## src/rtl/muldiv_sequencer.sv

```systemverilog
// Iterative 32x32 multiply / restoring divide unit driving architectural HI/LO.
// Optional macro MULDIV_EARLY_OUT_EN ends multiplies once the remaining multiplier bits are zero.
module muldiv_sequencer (
  input  logic        clk,
  input  logic        rst,
  input  logic        start,
  input  logic [1:0]  op,
  input  logic [31:0] src_a,
  input  logic [31:0] src_b,
  input  logic        mt_hi,
  input  logic        mt_lo,
  input  logic        mf_req,
  output logic [31:0] hi,
  output logic [31:0] lo,
  output logic        busy,
  output logic        stall,
  output logic        done,
  output logic        div_zero
);

  typedef enum logic [1:0] {
    IDLE = 2'd0,
    CALC = 2'd1,
    DONE = 2'd2
  } state_t;

  state_t      state_q, state_d;
  logic [5:0]  cnt_q, cnt_d;
  logic        is_div_q, is_div_d;
  logic        neg_a_q, neg_a_d;
  logic        neg_b_q, neg_b_d;
  logic [63:0] acc_q, acc_d;
  logic [63:0] mcand_q, mcand_d;
  logic [31:0] mplier_q, mplier_d;
  logic [31:0] hi_q, hi_d;
  logic [31:0] lo_q, lo_d;
  logic        div_zero_q, div_zero_d;

  // Operand preparation for a new request
  logic        op_is_div;
  logic        op_signed;
  logic        a_neg, b_neg;
  logic [31:0] a_mag, b_mag;

  assign op_is_div = op[1];
  assign op_signed = ~op[0];
  assign a_neg     = op_signed & src_a[31];
  assign b_neg     = op_signed & src_b[31];
  assign a_mag     = a_neg ? (~src_a + 32'd1) : src_a;
  assign b_mag     = b_neg ? (~src_b + 32'd1) : src_b;

  // One multiply step: acc += mcand when the current multiplier bit is set
  logic [63:0] mul_acc_step;
  logic [63:0] mul_mcand_step;
  logic [31:0] mul_mplier_step;

  assign mul_acc_step    = mplier_q[0] ? (acc_q + mcand_q) : acc_q;
  assign mul_mcand_step  = {mcand_q[62:0], 1'b0};
  assign mul_mplier_step = {1'b0, mplier_q[31:1]};

  // One restoring divide step: remainder in acc_q[31:0], dividend/quotient in mplier_q
  logic [32:0] div_shift;
  logic [32:0] div_diff;
  logic        div_borrow;
  logic [31:0] div_rem_step;
  logic [31:0] div_quo_step;

  assign div_shift    = {acc_q[31:0], mplier_q[31]};
  assign div_diff     = div_shift - {1'b0, mcand_q[31:0]};
  assign div_borrow   = div_diff[32];
  assign div_rem_step = div_borrow ? div_shift[31:0] : div_diff[31:0];
  assign div_quo_step = {mplier_q[30:0], ~div_borrow};

  logic mul_last;
  logic last_step;

`ifdef MULDIV_EARLY_OUT_EN
  assign mul_last = (cnt_q == 6'd31) || (mul_mplier_step == 32'd0);
`else
  assign mul_last = (cnt_q == 6'd31);
`endif

  assign last_step = is_div_q ? (cnt_q == 6'd31) : mul_last;

  // Sign correction applied on the final step's values so HI/LO load on the DONE-entry edge
  logic        res_neg;
  logic [63:0] mul_res;
  logic [31:0] quo_res;
  logic [31:0] rem_res;

  assign res_neg = neg_a_q ^ neg_b_q;
  assign mul_res = res_neg ? (~mul_acc_step + 64'd1) : mul_acc_step;
  assign quo_res = res_neg ? (~div_quo_step + 32'd1) : div_quo_step;
  assign rem_res = neg_a_q ? (~div_rem_step + 32'd1) : div_rem_step;

  always_comb begin
    state_d    = state_q;
    cnt_d      = cnt_q;
    is_div_d   = is_div_q;
    neg_a_d    = neg_a_q;
    neg_b_d    = neg_b_q;
    acc_d      = acc_q;
    mcand_d    = mcand_q;
    mplier_d   = mplier_q;
    hi_d       = hi_q;
    lo_d       = lo_q;
    div_zero_d = div_zero_q;

    case (state_q)
      IDLE: begin
        if (start) begin
          is_div_d = op_is_div;
          neg_a_d  = a_neg;
          neg_b_d  = b_neg;
          cnt_d    = 6'd0;
          acc_d    = 64'd0;
          mcand_d  = {32'd0, (op_is_div ? b_mag : a_mag)};
          mplier_d = op_is_div ? a_mag : b_mag;
          if (op_is_div && (src_b == 32'd0)) begin
            hi_d       = src_a;
            lo_d       = 32'hFFFF_FFFF;
            div_zero_d = 1'b1;
            state_d    = DONE;
          end else begin
            if (op_is_div) begin
              div_zero_d = 1'b0;
            end
            state_d = CALC;
          end
        end else begin
          if (mt_hi) begin
            hi_d = src_a;
          end
          if (mt_lo) begin
            lo_d = src_a;
          end
        end
      end

      CALC: begin
        cnt_d = cnt_q + 6'd1;
        if (is_div_q) begin
          acc_d    = {32'd0, div_rem_step};
          mplier_d = div_quo_step;
        end else begin
          acc_d    = mul_acc_step;
          mcand_d  = mul_mcand_step;
          mplier_d = mul_mplier_step;
        end
        if (last_step) begin
          state_d = DONE;
          if (is_div_q) begin
            hi_d = rem_res;
            lo_d = quo_res;
          end else begin
            hi_d = mul_res[63:32];
            lo_d = mul_res[31:0];
          end
        end
      end

      DONE: begin
        state_d = IDLE;
      end

      default: begin
        state_d = IDLE;
      end
    endcase
  end

  always_ff @(posedge clk) begin
    if (!rst) begin
      state_q    <= IDLE;
      cnt_q      <= 6'd0;
      is_div_q   <= 1'b0;
      neg_a_q    <= 1'b0;
      neg_b_q    <= 1'b0;
      acc_q      <= 64'd0;
      mcand_q    <= 64'd0;
      mplier_q   <= 32'd0;
      hi_q       <= 32'd0;
      lo_q       <= 32'd0;
      div_zero_q <= 1'b0;
    end else begin
      state_q    <= state_d;
      cnt_q      <= cnt_d;
      is_div_q   <= is_div_d;
      neg_a_q    <= neg_a_d;
      neg_b_q    <= neg_b_d;
      acc_q      <= acc_d;
      mcand_q    <= mcand_d;
      mplier_q   <= mplier_d;
      hi_q       <= hi_d;
      lo_q       <= lo_d;
      div_zero_q <= div_zero_d;
    end
  end

  assign hi       = hi_q;
  assign lo       = lo_q;
  assign div_zero = div_zero_q;
  assign busy     = (state_q != IDLE);
  assign done     = (state_q == DONE);
  assign stall    = busy & (start | mf_req | mt_hi | mt_lo);

endmodule

```

## config.mk

```make
export PLATFORM = sky130hd
export DESIGN_NAME = muldiv_sequencer
export DESIGN_NICKNAME = d
export VERILOG_FILES = /design/src/rtl/muldiv_sequencer.sv
export SDC_FILE = /design/constraint.sdc
export NUM_CORES = 1
export LEC_CHECK = 0
export CORE_UTILIZATION = 43
export DETAILED_ROUTE_END_ITERATION = 8
export SYNTH_ARGS = -nofsm -noshare
export SYNTH_HDL_FRONTEND = slang
export SYNTH_SLANG_ARGS = --single-unit
```

## constraint.sdc

```tcl
create_clock -name clk -period 5.51 [get_ports clk]
set_input_delay 1.3775 -clock clk [delete_from_list [all_inputs] [get_ports clk]]
set_output_delay 1.3775 -clock clk [all_outputs]
set_load 0.005 [all_outputs]
```

# Yosys cells after proc, flatten, opt, wreduce, memory -nomap -nowiden
# Cells that the tools add are included.
# op_classes
n_mux,38
eq_ne,9
n_reduce_logical,13
div_mod_pow,0
bitwise_logic,14
magnitude_cmp,0
mul,0
add_sub_neg,8
n_shift,0
# op_table
operator,n
2-to-1 mux 32 bit,19
2-to-1 mux 64 bit,6
case mux 64 bit (2 select lines),2
case mux 32 bit (2 select lines),3
"adder 32 x 1 -> 32 bit, second input constant",4
NOT 32 bit,4
"adder 64 x 1 -> 64 bit, second input constant",1
adder 64 bit,1
NOT 64 bit,1
subtractor 33 x 32 -> 33 bit,1
logical NOT 32 bit,1
case mux 6 bit (2 select lines),1
"!= test 3 bit, second input constant",3
AND reduction 4 bit,2
"adder 6 x 1 -> 6 bit, second input constant",1
"== test 6 x 5 -> 1 bit, second input constant",1
2-to-1 mux 2 bit,3
2-to-1 mux 6 bit,1
"!= test 2 bit, second input constant",3
AND reduction 2 bit,3
AND reduction 3 bit,2
nonzero test 2 bit,3
case mux 2 bit (2 select lines),1
AND 1 bit,3
other kinds (8),12
# totals
latch_bits,0
mem_bits_ro,0
ramBits,0
n_memories,0
input_bits,72
ff_bits,236
output_inout_bits,68

# Logic depth before layout (Yosys ltp)
# Gate-level depths: netlist (run 1).
# logic_depth
depth_word,8
depth_mapped,28
mapped_depth_nobuf,24

# Worst setup path before layout (run 1)
# No wires, ideal clock.
# synth_timing
path_type,flip-flop to flip-flop
startpoint,register mplier_q[31]
endpoint,register hi_q[30] (netlist: hi[30])
path_stages_with_launch,24
required_ns,5.451
setup_ns,0.059
arrival_ns,5.403
setup_slack_ns,0.047
path_cell_list,dfxtp_1 > inv_1 > ha_1 > inv_1 > fa_1 > a211o_1 > and3_4 > o2111ai_2 > a211oi_2 > o311a_4 > nor2_4 > clkbuf_1 > clkbuf_1 > clkbuf_1 > mux2i_1 > ha_1 > nand4_1 > o31ai_1 > o211ai_1 > o21ai_0 > o21ai_0 > xnor2_1 > a221oi_1 > a22o_1
# synth_via
elab_chain_len,8
# synth_rtl
element,line_no,rtl
from (decl),34,"logic [31:0] mplier_q, mplier_d;"
from (signal assigned),193,mplier_q <= mplier_d;
subtractor 33 x 32 -> 33 bit,69,"assign div_diff = div_shift - {1'b0, mcand_q[31:0]};"
2-to-1 mux 32 bit *,71,assign div_rem_step = div_borrow ? div_shift[31:0] : div_diff[31:0];
NOT 32 bit,94,assign rem_res = neg_a_q ? (~div_rem_step + 32'd1) : div_rem_step;
adder 32 x 1 -> 32 bit,94,
2-to-1 mux 32 bit *,94,
2-to-1 mux 32 bit *,152,if (is_div_q) begin
2-to-1 mux 32 bit *,150,if (last_step) begin
case mux 32 bit (2 select lines) *,109,case (state_q)
to (signal assigned),194,hi_q <= hi_d;
to (decl),35,"logic [31:0] hi_q, hi_d;"
# Every way passes the cells marked *; elsewhere a longest branch is shown, timed or not. The select of a mux whose other input is x is not followed.
# A chain may end at the register's enable or synchronous reset.

# Final worst setup path (run 1)
# layout_timing
startpoint,register acc_q[2]
endpoint,register hi_q[3] (netlist: hi[3])
# layout_via
elab_chain_len,8
# layout_rtl
element,line_no,rtl
from (decl),32,"logic [63:0] acc_q, acc_d;"
from (signal assigned),179,acc_q <= 64'd0;
from (signal assigned),191,acc_q <= acc_d;
adder 64 bit / subtractor 33 x 32 -> 33 bit (equally long branches),"57, 69",
2-to-1 mux 64 bit / 2-to-1 mux 32 bit (equally long branches),"57, 71",
NOT 64 bit / NOT 32 bit (equally long branches),"92, 94",
adder 64 x 1 -> 64 bit / adder 32 x 1 -> 32 bit (equally long branches),"92, 94",
2-to-1 mux 64 bit / 2-to-1 mux 32 bit (equally long branches),"92, 94",
2-to-1 mux 32 bit *,152,
2-to-1 mux 32 bit *,150,
case mux 32 bit (2 select lines) *,109,
# Marks and branches as above.

==> PnR_summary.wiki, run 1 <==
{| class="wikitable"
! Metric !! Value
|-
| Cell Area, Synth || around 24000 sq um
|-
| Endpoint type of the worst setup path || register
|-
| Dominant cells by area after synthesis || dfxtp_1, nand2_1, a21oi_1
|-
| Sequential share of the synthesized area || slightly below 20%
|-
| Setup TNS || 0 ps
|-
| Level count of the clock H-tree || 2
|-
| Via count of the routed design || ~28000
|-
| Count of input and output buffers || approximately 140
|-
| Max-slew violation total from the final report || 0
|-
| Placer's final routability congestion estimate || 1.02
|-
| Number of hold-slack violations in the final timing report || 0
|-
| Warning count from the yosys run || 0
|-
| Power, Total || between 6 and 7 mW
|-
| Final routed DRC violation total || 0
|-
| CP Max Fanout || 8
|-
| Nets@finish || around 3700
|-
| Type of the worst setup path || reg -> reg
|-
| Post-route ant nets || 0
|-
| Share of synthesized registers carrying an async set or reset || 0%
|-
| CTS Sinks || between 200 and 250
|-
| Later-pin clock latency in the skew report || roughly 570 ps
|-
| Origin of the worst min-delay path || lo[8]
|-
| Leak pwr || 10.5 nW
|-
| Die height || between 200 and 250 um
|-
| Worst Setup SP || acc_q[2]
|-
| Slew margin rel. || about a quarter
|-
| Final setup slack of the worst path || 73.7 ps
|-
| Total of endpoints with negative setup slack in the final report || 0
|-
| Placement Cell Area || between 20000 and 30000 sq um
|-
| Run status || completed
|-
| Post-Syn Nets || between 3000 and 4000
|-
| Fraction of layout instances using a drive strength above 1 || approximately 8.5%
|-
| Met2 capacity usage during global routing || 60.9%
|-
| Mean number of vias per cell || about 6.5
|-
| Most common library cell in the layout ignoring fill and taps || nand2_1
|-
| Clock transition at the registers of the reported paths || approximately 60 ps
|-
| Wire length per cell after detailed routing || ~27 um
|-
| Worst-margin pin slew || roughly 1100 ps
|-
| Post-CTS Setup Inserts || 0
|-
| Yosys reg bits || roughly 240
|-
| Initial cell density of the core || ~44%
|-
| Largest area contributor in the synthesized netlist || dfxtp_1
|-
| Routing usage on met1 || roughly half
|-
| Final Instance Area || around 28000 sq um
|-
| Global routing met3 resource utilization || 6.30%
|-
| CTS tree || yes
|-
| Detail Placement HPWL || ~91000 um
|-
| Layout Skew || 37.7 ps
|-
| Max_cap viols || 0
|-
| Arrival time of data at the critical path endpoint || 5860 ps
|-
| Number of ports placed on the die boundary || 140
|-
| Number of DRC markers in iteration 0 || between 3000 and 4000
|-
| Top FF cell, synth || dfxtp_1
|-
| Worst vdd rail ir drop || 0.234 mV
|-
| Cell variety after synth || around 110
|-
| Startpoint of the most critical register-to-register path || acc_q[2]
|-
| Global-route wire length before repair || between 150000 and 200000 um
|-
| Die footprint || 57700 sq um
|-
| Type of the most critical hold path || reg -> reg
|-
| Average instance area after synthesis || 7.13 sq um
|-
| Final period util || about 99%
|-
| Number of global-route vias before repair || ~26000
|-
| Worst Path Required || 5930 ps
|-
| TritonCTS Buffers || 34
|-
| Top Usage Layer GRT || met2
|-
| Minimum clock period || about 5400 ps
|-
| Row cnt || between 80 and 90
|-
| Number of synthesized flops with an enable pin || 0
|-
| Diodes inserted || 0
|-
| DIE WIDTH || approximately 240 um
|-
| Post-synthesis cell count || 3427
|-
| Maximum number of pins on one net before global-route repair || between 100 and 150
|-
| Area growth, synth to finish || 15.1%
|-
| Layout Utilization || approximately half
|-
| Maximum clock frequency || 184 MHz
|-
| Synth top area share || around a fifth
|-
| Clk root buf || clkbuf_16
|-
| Count of TritonRoute iterations in the first routing pass || 7
|-
| Buffers from clock root to sink, at most || 3
|-
| Pwr per Cell Area || about 250 nW/um^2
|-
| Wire length reported by the detailed router || ~120000 um
|-
| GR Overflow Total || 0
|-
| Antenna violations before repair || 1
|-
| Setup slack after placement || 134 ps
|-
| CORE AREA || between 50000 and 60000 sq um
|-
| Setup repair after global routing missed its margin || no
|-
| Commonest non-fill, non-tap cells in the layout || nand2_1, nor2_1, a21oi_1
|-
| Type of origin of the critical path || register
|-
| Overall track demand over capacity in global routing || 38.9%
|}
## kinds of logic (layout without fill, tap and decap cells)
logic type,count (synthesis),in the layout,share of synthesized area (%)
mux,127,127,5.31
simple gates,1284,1284,26.0
xor+xnor,212,212,7.60
fa+ha+maj,103,103,5.34
buf+inv,332,429,5.32
compound gates,1133,1133,31.1
flops,236,236,19.3
## cell type report
class / instances / area [sq um]
Tap cell: 748 / 936
Fill cell: 5576 / 27500
Timing Repair Buffer: 285 / 2490
Multi-Input combinational cell: 2859 / 18500
Sequential cell: 236 / 4730
Clock inverter: 13 / 163
Clock buffer: 46 / 946
Inverter: 85 / 319
## worst paths after layout
kind / cells past startpoint / slack, ps / to
max: 15 / 70 / hi[3]
min: 2 / 470 / lo[8]
max reg2reg: 15 / 70 / hi[3]
min reg2reg: 2 / 470 / lo[8]
## power breakdown
part / switching, mW / internal, mW / total [mW]
sequential: 0.187 / 1.84 / 2.03
combinational: 1.74 / 0.986 / 2.73
clock: 0.915 / 1.31 / 2.22
## per-stage QoR
step / hold WS [ps] / std cells
after CTS: 465 / 4272
after floorplan: 449 / 3427
after global placement: 452 / 4213
after global routing: 491 / 4272
final: 469 / 4272
after detailed placement: 459 / 4213
## worst max-delay path, stage by stage, from the launching register on
cell and delay (ps):
dfxtp_1 510, ha_1 410, o211ai_1 140, o21ai_1 630, a22oi_2 270, a21oi_1 730
o21ai_0 170, a31oi_1 350, nand3_1 310, nor3b_2 340, buf_4 180, and2_1 220
a21oi_1 110, xnor2_1 190, a222oi_1 570, o21ai_0 170
## registers in the layout, summed over array words and instances, names as in the netlist
signal / count
hi: 32
neg_a_q: 1
lo: 32
neg_b_q: 1
acc_q: 64
state_q: 2
mplier_q: 32
div_zero: 1
is_div_q: 1
cnt_q: 6
mcand_q: 64
## Yosys cell counts (11+ instances only)
cell type	instances
a21boi_0	33
dfxtp_1	236
a21o_1	35
mux2i_1	106
o21a_1	24
nand4_1	60
and3_1	21
o211a_1	33
and2_1	51
a211oi_1	56
buf_1	25
nor2b_1	104
xnor2_1	115
nor3_1	99
o31ai_1	32
xor2_1	97
nand3_1	64
buf_2	41
o41ai_1	18
clkbuf_1	180
mux2_2	21
o221ai_1	34
a21oi_1	273
nor3b_1	11
nor4_1	33
a22oi_1	62
a31oi_1	39
o211ai_1	77
nor2_1	312
or3_1	41
o21ai_0	246
o311ai_0	18
nand2_1	382
inv_1	83
or4_1	16
ha_1	101
nand2b_1	24
## routing by layer
| layer | vias up | routed length [um] |
|---|---|---|
| li1 | 12805 | - |
| met1 | 13366 | 48000 |
| met2 | 1377 | 50700 |
| met3 | 282 | 9460 |
| met4 | 0 | 7180 |
| met5 | - | 0 |
## repair_timing
action / in CTS / in global routing
hold buffers: 0 / 0
resized for setup: 0 / 7
endpoints found under the setup margin: 0 / 10
No activity file was read; power rests on OpenSTA's default activity.
==> run 2: changes to the inputs <==
==> constraint.sdc (replaced) <==
create_clock -name clk -period 5.9 [get_ports clk]
set_input_delay 1.475 -clock clk [delete_from_list [all_inputs] [get_ports clk]]
set_output_delay 1.475 -clock clk [all_outputs]
set_load 0.005 [all_outputs]
==> run 2 against run 1 <==
  * Maximum frequency decreased by 1.2%
  * Via count up 0.60%
  * Final cell count shrank 1.4%
  * Largest power group unchanged
==> PnR_summary.wiki, run 2 (synthesis gave the netlist of run 1 again) <==
{| class="wikitable"
! Metric !! Value
|-
| Leak pwr || 10.2 nW (was 10.5 nW)
|-
| Origin of the worst min-delay path || lo[10] (was lo[8])
|-
| Logic depth of the worst register-to-register path || 14 (was 15)
|-
| Internal || 3.84 mW (was 4.13 mW)
|-
| Later-pin clock latency in the skew report || 570 ps (about the same)
|-
| Max-slew violation total from the final report || 0 (unchanged)
|-
| Total of endpoints with negative setup slack in the final report || 0 (unchanged)
|-
| Fraction of power spent switching nets || 41.1% (was 40.8%)
|-
| Area growth, synth to finish || 13.2% (was 15.1%)
|-
| Minimum clock period || 5500 ps (was 5440 ps)
|-
| Number of DRC markers in iteration 0 || 3391 (was 3262)
|-
| Startpoint of the most critical register-to-register path || acc_q[25] (was acc_q[2])
|-
| Clock transition at the registers of the reported paths || 60 ps (about the same)
|-
| Final period util || 93.3% (was 98.7%)
|-
| TritonCTS Buffers || 34 (unchanged)
|-
| Post-CTS Setup Inserts || 0 (unchanged)
|-
| Quantity of gates resized following cts || 0 (unchanged)
|-
| Max_cap viols || 0 (unchanged)
|-
| CP Max Fanout || 8 (unchanged)
|-
| R2r setup slk || 400 ps (was 70 ps)
|-
| Number of hold-slack violations in the final timing report || 0 (unchanged)
|-
| Level count of the clock H-tree || 2 (unchanged)
|-
| Placer's final routability congestion estimate || 0.993 (was 1.02)
|-
| Final routed DRC violation total || 0 (unchanged)
|-
| Setup slack after placement || 379 ps (was 134 ps)
|-
| Maximum number of pins on one net before global-route repair || 128 (was 101)
|-
| Arrival time of data at the critical path endpoint || 6000 ps (was 5860 ps)
|-
| Setup repair after global routing missed its margin || no (unchanged)
|-
| Registers with the highest flip-flop counts || acc_q: 64 flops, mcand_q: 64 flops (unchanged)
|-
| Commonest non-fill, non-tap cells in the layout || nand2_1, nor2_1, a21oi_1 (unchanged)
|-
| Setup TNS || 0 ps (unchanged)
|-
| FILL cells || 5635 (was 5576)
|-
| CTS Sinks || 236 (unchanged)
|-
| Nets@finish || 3615 (was 3676)
|-
| Worst Path Required || 6400 ps (was 5930 ps)
|-
| Diodes inserted || 0 (unchanged)
|-
| Maximum clock frequency || 182 MHz (was 184 MHz)
|-
| Worst-margin pin slew || 1140 ps (was 1130 ps)
|-
| Number of ports placed on the die boundary || 140 (unchanged)
|-
| Wire length reported by the detailed router || 114000 um (was 115000 um)
|-
| Row cnt || 86 (unchanged)
|-
| Count of TritonRoute iterations in the first routing pass || 6 (was 7)
|-
| DIE WIDTH || 240 um (unchanged)
|-
| Post-route ant nets || 0 (unchanged)
|-
| Psw || 2.68 mW (was 2.84 mW)
|-
| Clk root buf || clkbuf_16 (unchanged)
|-
| Type of the worst setup path || reg -> reg (unchanged)
|-
| Run status || completed (unchanged)
|-
| Worst vdd rail ir drop || 0.209 mV (was 0.234 mV)
|-
| Pwr per Cell Area || 236 nW/um^2 (was 248 nW/um^2)
|-
| Number of hold-repair buffers added at the cts stage || 0 (unchanged)
|-
| Proportion of power drawn by flip-flops and latches || 29.0% (about the same)
|-
| Type of the most critical hold path || reg -> reg (unchanged)
|-
| Buffers from clock root to sink, at most || 3 (unchanged)
|-
| CTS tree || yes (unchanged)
|-
| Antenna violations before repair || 2 (was 1)
|-
| Clk pwr share || 32.5% (was 31.9%)
|-
| Die footprint || 57700 sq um (unchanged)
|-
| Detail Placement HPWL || 88400 um (was 91000 um)
|-
| CORE AREA || 55600 sq um (unchanged)
|-
| Final setup slack of the worst path || 397 ps (was 73.7 ps)
|-
| Count of input and output buffers || 139 (unchanged)
|-
| Overall track demand over capacity in global routing || 38.4% (was 38.9%)
|-
| Slew margin rel. || 23.5% (was 24.7%)
|-
| Global-route wire length before repair || 166000 um (was 168000 um)
|-
| Layout Skew || 24.9 ps (was 37.7 ps)
|-
| Reg2Reg Capture Point || hi[31] (was hi[3])
|-
| Area of all sequential standard cells || 4730 sq um (unchanged)
|-
| GR Overflow Total || 0 (unchanged)
|-
| Combinational group share of total power || 38.5% (was 39.1%)
|-
| Die height || 240 um (unchanged)
|-
| Via count of the routed design || 27998 (was 27830)
|-
| Type of origin of the critical path || register (unchanged)
|-
| Mean number of vias per cell || 6.65 (was 6.51)
|-
| Wire length per cell after detailed routing || 27.1 um (was 27.0 um)
|-
| Number of global-route vias before repair || 25563 (was 25895)
|-
| Combined area of the multi-input logic cells || 18500 sq um (about the same)
|-
| Hold Path Sink || lo[10] (was lo[8])
|-
| Hold WS || 463 ps (was 469 ps)
|-
| Initial cell density of the core || 43.9% (unchanged)
|-
| Endpoint type of the worst setup path || register (unchanged)
|-
| Fraction of layout instances using a drive strength above 1 || 6.67% (was 8.51%)
|-
| Number of stages on the worst hold path || 2 (unchanged)
|-
| Most common library cell in the layout ignoring fill and taps || nand2_1 (unchanged)
|-
| Layout Utilization || 49.7% (was 50.5%)
|}
run 2: cell type report:
cell class,count,area share (%)
clock inverter,10,0.543
multi-input combinational,2859,66.8
timing repair buffer,224,7.49
inverter,85,1.15
tap,748,3.38
clock buffer,51,3.49
sequential,236,17.1
run 2: metrics by stage:
step / total power, mW / cells / area (sq um)
after global placement: 4.32 / 4152 / 26500
after CTS: 6.45 / 4213 / 27700
after floorplan: 3.37 / 3427 / 24400
final: 6.52 / 4213 / 27700
after detailed placement: 4.34 / 4152 / 26500
after global routing: 6.74 / 4213 / 27700
run 2: how the worst max path moves through the flow:
stage	slack, ps	from	to
2_1_floorplan	440	mplier_q[31]	hi[30]
3_3_place_gp	390	src_a[4]	mplier_q[31]
3_5_place_dp	380	src_a[4]	mplier_q[31]
4_1_cts	570	acc_q[0]	hi[31]
5_1_grt	220	acc_q[25]	hi[23]
6_report	400	acc_q[25]	hi[31]
run 2: routing by layer:
layer / wire length (um) / track usage [%] / vias up
met5: 0 / 0 / -
met4: 6680 / 20.2 / 0
li1: - / - / 12702
met1: 47500 / 50.3 / 13551
met2: 50500 / 60.1 / 1452
met3: 9650 / 6.28 / 293
run 2: power by group through the flow:
stage	Clock (mW)	Sequential (mW)	Combinational, mW
2_1_floorplan	0	1.84	1.53
3_3_place_gp	0	1.91	2.41
3_5_place_dp	0	1.92	2.42
4_1_cts	2.13	1.88	2.43
5_1_grt	2.19	1.90	2.65
6_report	2.12	1.89	2.51
run 2: critical path, cell delays in order, from the launching register on:
cell      delay, ps
dfxtp_1         580
ha_1            380
nand2_1         130
o21ai_0         460
a21oi_1         190
o21ai_0         910
o21ai_0         300
a31oi_1         350
nand4b_1        210
a211oi_1        510
nand3_2         190
or3_1           370
nor3_1          330
mux2_2          380
a31oi_1         150
